File: src/rtl/serializer_word_feeder.sv
// Word feeder for the mixed serializer: FIFO-buffers core payload and presents one
// word per serializer ready pulse, inserting periodic sync words and idle on underrun.
module serializer_word_feeder #(
  parameter int unsigned      WIDTH       = 32,
  parameter int unsigned      DEPTH       = 8,
  parameter int unsigned      SYNC_PERIOD = 16,
  parameter logic [WIDTH-1:0] SYNC_WORD   = 32'hBC5A_5ABC,
  parameter logic [WIDTH-1:0] IDLE_WORD   = 32'h0000_0000
) (
  input  logic                     clk_i,
  input  logic                     reset_ni,
  input  logic [WIDTH-1:0]         in_data_i,
  input  logic                     in_valid_i,
  output logic                     in_ready_o,
  output logic [WIDTH-1:0]         ser_data_o,
  input  logic                     ser_ready_i,
  output logic [1:0]               kind_o,
  output logic [$clog2(DEPTH):0]   fill_o,
  output logic [15:0]              underrun_cnt_o
);

  localparam int unsigned AW = $clog2(DEPTH);
  localparam int unsigned FW = AW + 1;
  localparam int unsigned SW = $clog2(SYNC_PERIOD);

  typedef enum logic [1:0] {
    KIND_DATA = 2'b00,
    KIND_IDLE = 2'b01,
    KIND_SYNC = 2'b10
  } kind_e;

  logic [WIDTH-1:0] mem [DEPTH];
  logic [AW-1:0]    wr_ptr_q, rd_ptr_q;
  logic [FW-1:0]    fill_q;
  logic [SW-1:0]    slot_q;
  logic [WIDTH-1:0] data_q;
  kind_e            kind_q;
  logic [15:0]      under_q;

  logic push, pop, sync_slot, fifo_empty;

  // Ready depends only on registered occupancy, so a pop never frees a slot
  // for a push in the same cycle.
  assign in_ready_o = (fill_q != FW'(DEPTH));
  assign fifo_empty = (fill_q == '0);
  assign sync_slot  = (slot_q == SW'(SYNC_PERIOD - 1));
  assign push       = in_valid_i & in_ready_o;
  assign pop        = ser_ready_i & ~sync_slot & ~fifo_empty;

  // NOTE: the payload array carries no reset; its contents are only ever read
  // behind the fill counter, and a reset branch would turn it into plain flops.
  always_ff @(posedge clk_i) begin
    if (push) mem[wr_ptr_q] <= in_data_i;
  end

  // NOTE: all state below updates with non-blocking assignments so every
  // decision in this block sees the pre-edge values (e.g. empty check before push).
  always_ff @(posedge clk_i or negedge reset_ni) begin
    if (!reset_ni) begin
      wr_ptr_q <= '0;
      rd_ptr_q <= '0;
      fill_q   <= '0;
      slot_q   <= '0;
      data_q   <= SYNC_WORD;
      kind_q   <= KIND_SYNC;
      under_q  <= '0;
    end else begin
      if (push) wr_ptr_q <= wr_ptr_q + AW'(1);
      if (pop)  rd_ptr_q <= rd_ptr_q + AW'(1);

      case ({push, pop})
        2'b10:   fill_q <= fill_q + FW'(1);
        2'b01:   fill_q <= fill_q - FW'(1);
        default: fill_q <= fill_q;
      endcase

      if (ser_ready_i) begin
        if (sync_slot) begin
          data_q <= SYNC_WORD;
          kind_q <= KIND_SYNC;
          slot_q <= '0;
        end else begin
          slot_q <= slot_q + SW'(1);
          if (!fifo_empty) begin
            data_q <= mem[rd_ptr_q];
            kind_q <= KIND_DATA;
          end else begin
            data_q <= IDLE_WORD;
            kind_q <= KIND_IDLE;
            if (under_q != 16'hFFFF) under_q <= under_q + 16'd1;
          end
        end
      end
    end
  end

  assign ser_data_o     = data_q;
  assign kind_o         = kind_q;
  assign fill_o         = fill_q;
  assign underrun_cnt_o = under_q;

endmodule

File: config.mk
export PLATFORM = sky130hd
export DESIGN_NAME = serializer_word_feeder
export DESIGN_NICKNAME = d
export VERILOG_FILES = /design/src/rtl/serializer_word_feeder.sv
export SDC_FILE = /design/constraint.sdc
export NUM_CORES = 1
export LEC_CHECK = 0
export CAP_MARGIN = 20
export CORE_ASPECT_RATIO = 0.75
export CORE_MARGIN = 4
export CORE_UTILIZATION = 63
export DETAILED_ROUTE_END_ITERATION = 10
export HOLD_SLACK_MARGIN = 0.03
export PLACE_DENSITY = 0.85
export RECOVER_POWER = 100
export SLEW_MARGIN = 10
export SYNTH_ARGS = -nofsm -noshare
export SYNTH_HDL_FRONTEND = slang
export SYNTH_SLANG_ARGS = --single-unit
export TNS_END_PERCENT = 10
File: constraint.sdc
create_clock -name clk_i -period 12.35 [get_ports clk_i]
set_input_delay 1.235 -clock clk_i [delete_from_list [all_inputs] [get_ports clk_i]]
set_output_delay 1.235 -clock clk_i [all_outputs]
set_load 0.01 [all_outputs]
---- Word-level counts from Yosys, hierarchy flattened ----
Memory sizes are Yosys's and may differ from the RTL's.
Cells that the tools add are included.
storage, ports and cells
  register bits after elaboration ......... 64
  memory bits (writable) .................. 256
  output and inout bits ................... 55
  memories kept ........................... 1
memories
  name  words  width  rd ports  clocked after Yosys merged registers in  write ports  line  source
  mem   8      32     1         0                                        1            32    logic [WIDTH-1:0] mem [DEPTH];
operators by class
  add/subtract/negate cells ............... 6
  equality and inequality tests ........... 5
  muxes and demuxes ....................... 8
  bitwise gates (word level) .............. 5
  reduce and logical (&&, ||, !) cells .... 3
operator list
  operator                                          number
  2-to-1 mux 32 bit                                 2
  adder 16 x 1 -> 16 bit, second input constant     1
  != test 16 bit, second input constant             1
  adder 4 x 1 -> 4 bit, second input constant       2
  one-hot mux 4 bit (2 select lines)                1
  adder 3 x 1 -> 3 bit, second input constant       2
  == test 4 bit, second input constant              1
  logical NOT 4 bit                                 1
  2-to-1 mux 4 bit                                  1
  != test 4 bit, second input constant              1
  AND reduction 4 bit                               1
  subtractor 4 x 1 -> 4 bit, second input constant  1
  AND 1 bit                                         3
  2-to-1 mux 1 bit                                  3
  == test 2 x 1 -> 1 bit, second input constant     1
  == test 2 bit, second input constant              1
  2-to-1 mux 2 bit                                  1
  NOT 1 bit                                         2
  nonzero test 2 bit                                1

---- Longest topological paths before layout ----
  depth after elaboration ................. 6
  gate-level depth with buffers ........... 13
  depth with buffers taken out ............ 12

---- Worst setup path before layout ----
Ideal clock, no wire load.
  path kind ............................... input-to-reg
  start point ............................. input port in_valid_i
  end point ............................... memory mem[2][0], enable pin
  library setup time ...................... 513 ps
  arrival time ............................ 5,132 ps
  setup slack ............................. 6,705 ps
  cell stages on the path ................. 3
  buffers on the path ..................... 0
  cell sequence ........................... a21boi_1 > inv_2 > nor4b_1
between the ends
  cells in the longest elaborated chain, start to end .. 3
RTL lines
  element                                 line  source
  from (decl)                             13    input logic in_valid_i,
  AND 1 bit                               47    assign push = in_valid_i & in_ready_o;
  2-to-1 mux 1 bit                        53    if (push) mem[wr_ptr_q] <= in_data_i;
  2-to-1 mux 1 bit (implied by the code)  53
  to (decl)                               32
No other way between the ends.

---- Worst setup path after layout ----
  start point ............................. input port ser_ready_i
  end point ............................... register fill_q[2], in the netlist fill_o[2]
between the ends
  cells in the longest elaborated chain, start to end .. 4
  elaborated cells between the ends (all ways) .. 6
  classes of those cells .................. eq/ne (2); mux (1); bitwise (2); reduce/logical (1)
RTL lines
  element                                                                          line  source
  from (decl)                                                                      16    input logic ser_ready_i,
  AND 1 bit (*) (2 in series)                                                      48    assign pop = ser_ready_i & ~sync_slot & ~fifo_empty;
  net pop                                                                          40    logic push, pop, sync_slot, fifo_empty;
  == test 2 x 1 -> 1 bit / == test 2 bit (equally long branches)                   71    case ({push, pop})
  one-hot mux 4 bit (2 select lines) / nonzero test 2 bit (equally long branches)  --
  to (signal assigned)                                                             72    2'b10: fill_q <= fill_q + FW'(1);
  to (signal assigned)                                                             73    2'b01: fill_q <= fill_q - FW'(1);
  to (signal assigned)                                                             74    default: fill_q <= fill_q;
  to (decl)                                                                        34    logic [FW-1:0] fill_q;
The timed path passes the listed nets; every way through them passes the cells marked *.
A chain may end at the register's enable or synchronous reset.

==> results.yml <==
worst_setup_path:
  crit_end: "fill_o[2]"
  cpLargestDelayFamily: "simple AND/OR/NAND/NOR gates"
  r2r_setup_slack_ns: 7.55
  critPathKind: "input pin to flip-flop"
  cp.buffers_inverters: 2
  reg2reg_depth: 5
  slowest_stage: "clkbuf_1"
  crit_start: "ser_ready_i"
  critPathCaptureType: "flip-flop"
  critPathMaxFanout: 43
  cpPeakStageDelay_ns: 1.51
  arrival_ns: 6.54
  crit_chain: "clkbuf_1 -> and2_0 -> nand2_1 -> inv_1 -> ha_1 -> xor2_1 -> ha_1 -> a21oi_1 -> xor2_1 -> nor2_1 -> xor2_1"
  crit_top_cell: "xor2_1"
  critPathRequiredTime_ns: 12.75
  rr_endpoint: "mem[3][27]"
  crit_path_start_kind: "input pin"
  cp_num_cells: 11
  r2r_start: "fill_o[1]"
synthesis:
  async_flop_share: 0.200
  seq_area_frac_synth: 0.746
  syn_nets: 677
  syn_avg_cell_area_sq_um: 19.7
  synth_area_sq_mm: 0.0125
  synthFlopType: "edfxtp_1"
  netlist_instances: 634
  synth-seq-cells: 320
  ys_types: 46
  ys_warn_count: 0
  synth_edf_count: 256
final_layout:
  fin_cells: 1014
  synthToLayoutAreaGrowth_pct: 15.9
  fill_cells: 1102
  final_util: 0.745
  final_nets: 781
  layout-drive-gt1-share: 0.187
  layout_commonest_cell: "edfxtp_1"
  final_cell_mix: "256 x edfxtp_1, 88 x dlygate4sd3_1, 64 x mux4_2"
drt:
  met2_length_microns: 13400
  ant_nets: 0
  vias: 6545
  route.detailed.drc: 0
  routedWlPerCell_microns: 26.6
  routed_via_density: 6.45
  drt_iter0_drc: 811
  dr.pass1.iters: 5
  dr_wl_met3_microns: 2170
  highest_layer: "met4"
  wl_met1_microns: 10800
  routed_wl_microns: 27000
global_route:
  grt.overflow.total: 0
  grt_pass1_wl_microns: 40800
  grt_max_degree: 65
  grt_pass1_vias: 6816
  track_usage: 0.247
  antenna_found_initial: 1
place:
  hpwlAfterDp_microns: 14500
  post-place-ws_ns: 7.24
  numPortBuffers: 90
  routabilityCongestion: 0.797
  place_inst: 958
clock_network:
  cts_buffers: 28
  cts_root_buf: "clkbuf_16"
  ctsResizeCount: 0
  cts.sinks: 320
  tritoncts: "yes"
  clk_latency_ns: 0.54
  cts_setup_buffers: 0
  htreeDepth: 1
  ctsHoldBuffers: 0
  clockBufferDepth: 3
  path_clk_slew_ns: 0.06
power_and_ir_drop:
  leakage_nw: 5.06
  power_density_mw_per_mm2: 229
  vdd_ir_drop_max_mv: 0.157
flow_run:
  cap_violations: 10
sta:
  worstMarginPinSlew_ns: 3.65
  layout_min_cycle_time_ns: 6.14
  relSlewSlack: -1.44
  timing.final.ws_setup_ns: 6.21
  finalSetupViolCount: 0
  fin_crit_sh: 0.497
  rsz0062_at_grt: "no"
  drv_slew: 316
  hold_viol: 0
  max_freq_ghz: 0.163
  fin_tns_setup_ns: 0
  fin_skew_ns: 0.0171
die:
  core-area_sq_mm: 0.0194
  die_area_sq_mm: 0.0222
  die_w_microns: 171
  io_pins: 91
  start_util: 0.643
  row_count: 44
  die_h_microns: 130
run_status:
  status: "finished with violations"
  violations: "max-capacitance violations, max-slew violations"
min_path:
  hold_path_class: "flip-flop to flip-flop"
-- state kept, by name, summed over array words and instances, names as in the netlist --
register,flops
fill_o,4
rd_ptr_q,3
underrun_cnt_o,16
ser_data_o,32
slot_q,4
wr_ptr_q,3
kind_o,2
mem,256
-- worst min path at each step --
stage               slack, ns              to            from  depth (start not counted)
global route             0.54  ser_data_o[31]  ser_data_o[31]                          1
detailed placement       0.49       kind_o[1]       kind_o[1]                          2
floorplan                0.45       slot_q[3]       slot_q[3]                          1
global placement         0.47       slot_q[3]       slot_q[3]                          1
CTS                      0.50       kind_o[1]       kind_o[1]                          2
finish                   0.50       kind_o[1]       kind_o[1]                          2
-- area by class of cell --
type,count,area (sq um),area share
antenna,1,2.50,0.000173
clock inverter,14,93.8,0.00648
multi-input combinational,265,2910,0.201
timing repair buffer,105,962,0.0665
tap,253,317,0.0219
sequential,320,9320,0.644
inverter,18,67.6,0.00467
clock buffer,38,800,0.0552
-- cell families after synthesis --
kind of cell / Yosys count / synth area share
DFF: 320 / 0.746
muxes: 102 / 0.146
and+or+nand+nor: 72 / 0.0358
AOI/OAI and AO/OA: 60 / 0.0297
buffers and inverters: 49 / 0.0184
xor gates and xnor gates: 24 / 0.0168
adders and majority gates: 7 / 0.00701
-- power breakdown --
group	internal [W]	total (W)	switching [W]
registers	0.00141	0.00161	0.000197
logic	0.000446	0.000861	0.000415
clock network	0.000474	0.000852	0.000378
total	0.00233	0.00332	0.000990
-- synthesized netlist by cell type, types with 3 or more instances --
| cell | number | area (sq um) |
|---|---|---|
| edfxtp_1 | 256 | 7690 |
| mux4_2 | 64 | 1440 |
| dfrtp_1 | 45 | 1130 |
| mux2i_1 | 32 | 320 |
| o21ai_0 | 22 | 110 |
| dfstp_2 | 19 | 499 |
| o21a_1 | 18 | 135 |
| xor2_1 | 18 | 158 |
| inv_1 | 17 | 63.8 |
| nand2_1 | 15 | 56.3 |
| o22ai_1 | 14 | 87.6 |
| clkbuf_1 | 12 | 45.0 |
| nor3_1 | 12 | 60.1 |
| buf_2 | 10 | 50.1 |
| nand3_1 | 8 | 40.0 |
| buf_4 | 7 | 52.6 |
| ha_1 | 7 | 87.6 |
| nor2_1 | 6 | 22.5 |
| xnor2_1 | 6 | 52.6 |
| nand4_1 | 5 | 31.3 |
| mux2_2 | 4 | 45.0 |
| nor3b_1 | 4 | 30.0 |
| a21oi_1 | 3 | 15.0 |
| nand2b_1 | 3 | 18.8 |
-- layer usage --
| metal | global-route usage | vias up |
|---|---|---|
| li1 | - | 2744 |
| met1 | 0.352 | 3406 |
| met2 | 0.410 | 341 |
| met3 | 0.0397 | 54 |
| met4 | 0.0653 | 0 |
| met5 | 0.00217 | - |
-- through the flow --
step | total power (W) | hold WS [ns] | area [sq um]
6_report | 0.00332 | 0.498 | 14500
5_1_grt | 0.00346 | 0.535 | 14500
4_1_cts | 0.00337 | 0.501 | 14600
3_5_place_dp | 0.00250 | 0.490 | 13700
3_3_place_gp | 0.00244 | 0.472 | 13700
2_1_floorplan | 0.00215 | 0.451 | 12500
-- tightest hold or removal path: stages, from the launching register on --
cell and delay [ns]:
dfstp_2 0.37, nor2_1 0.08, nor2_1 0.05
No activity file was read; power rests on OpenSTA's default activity.
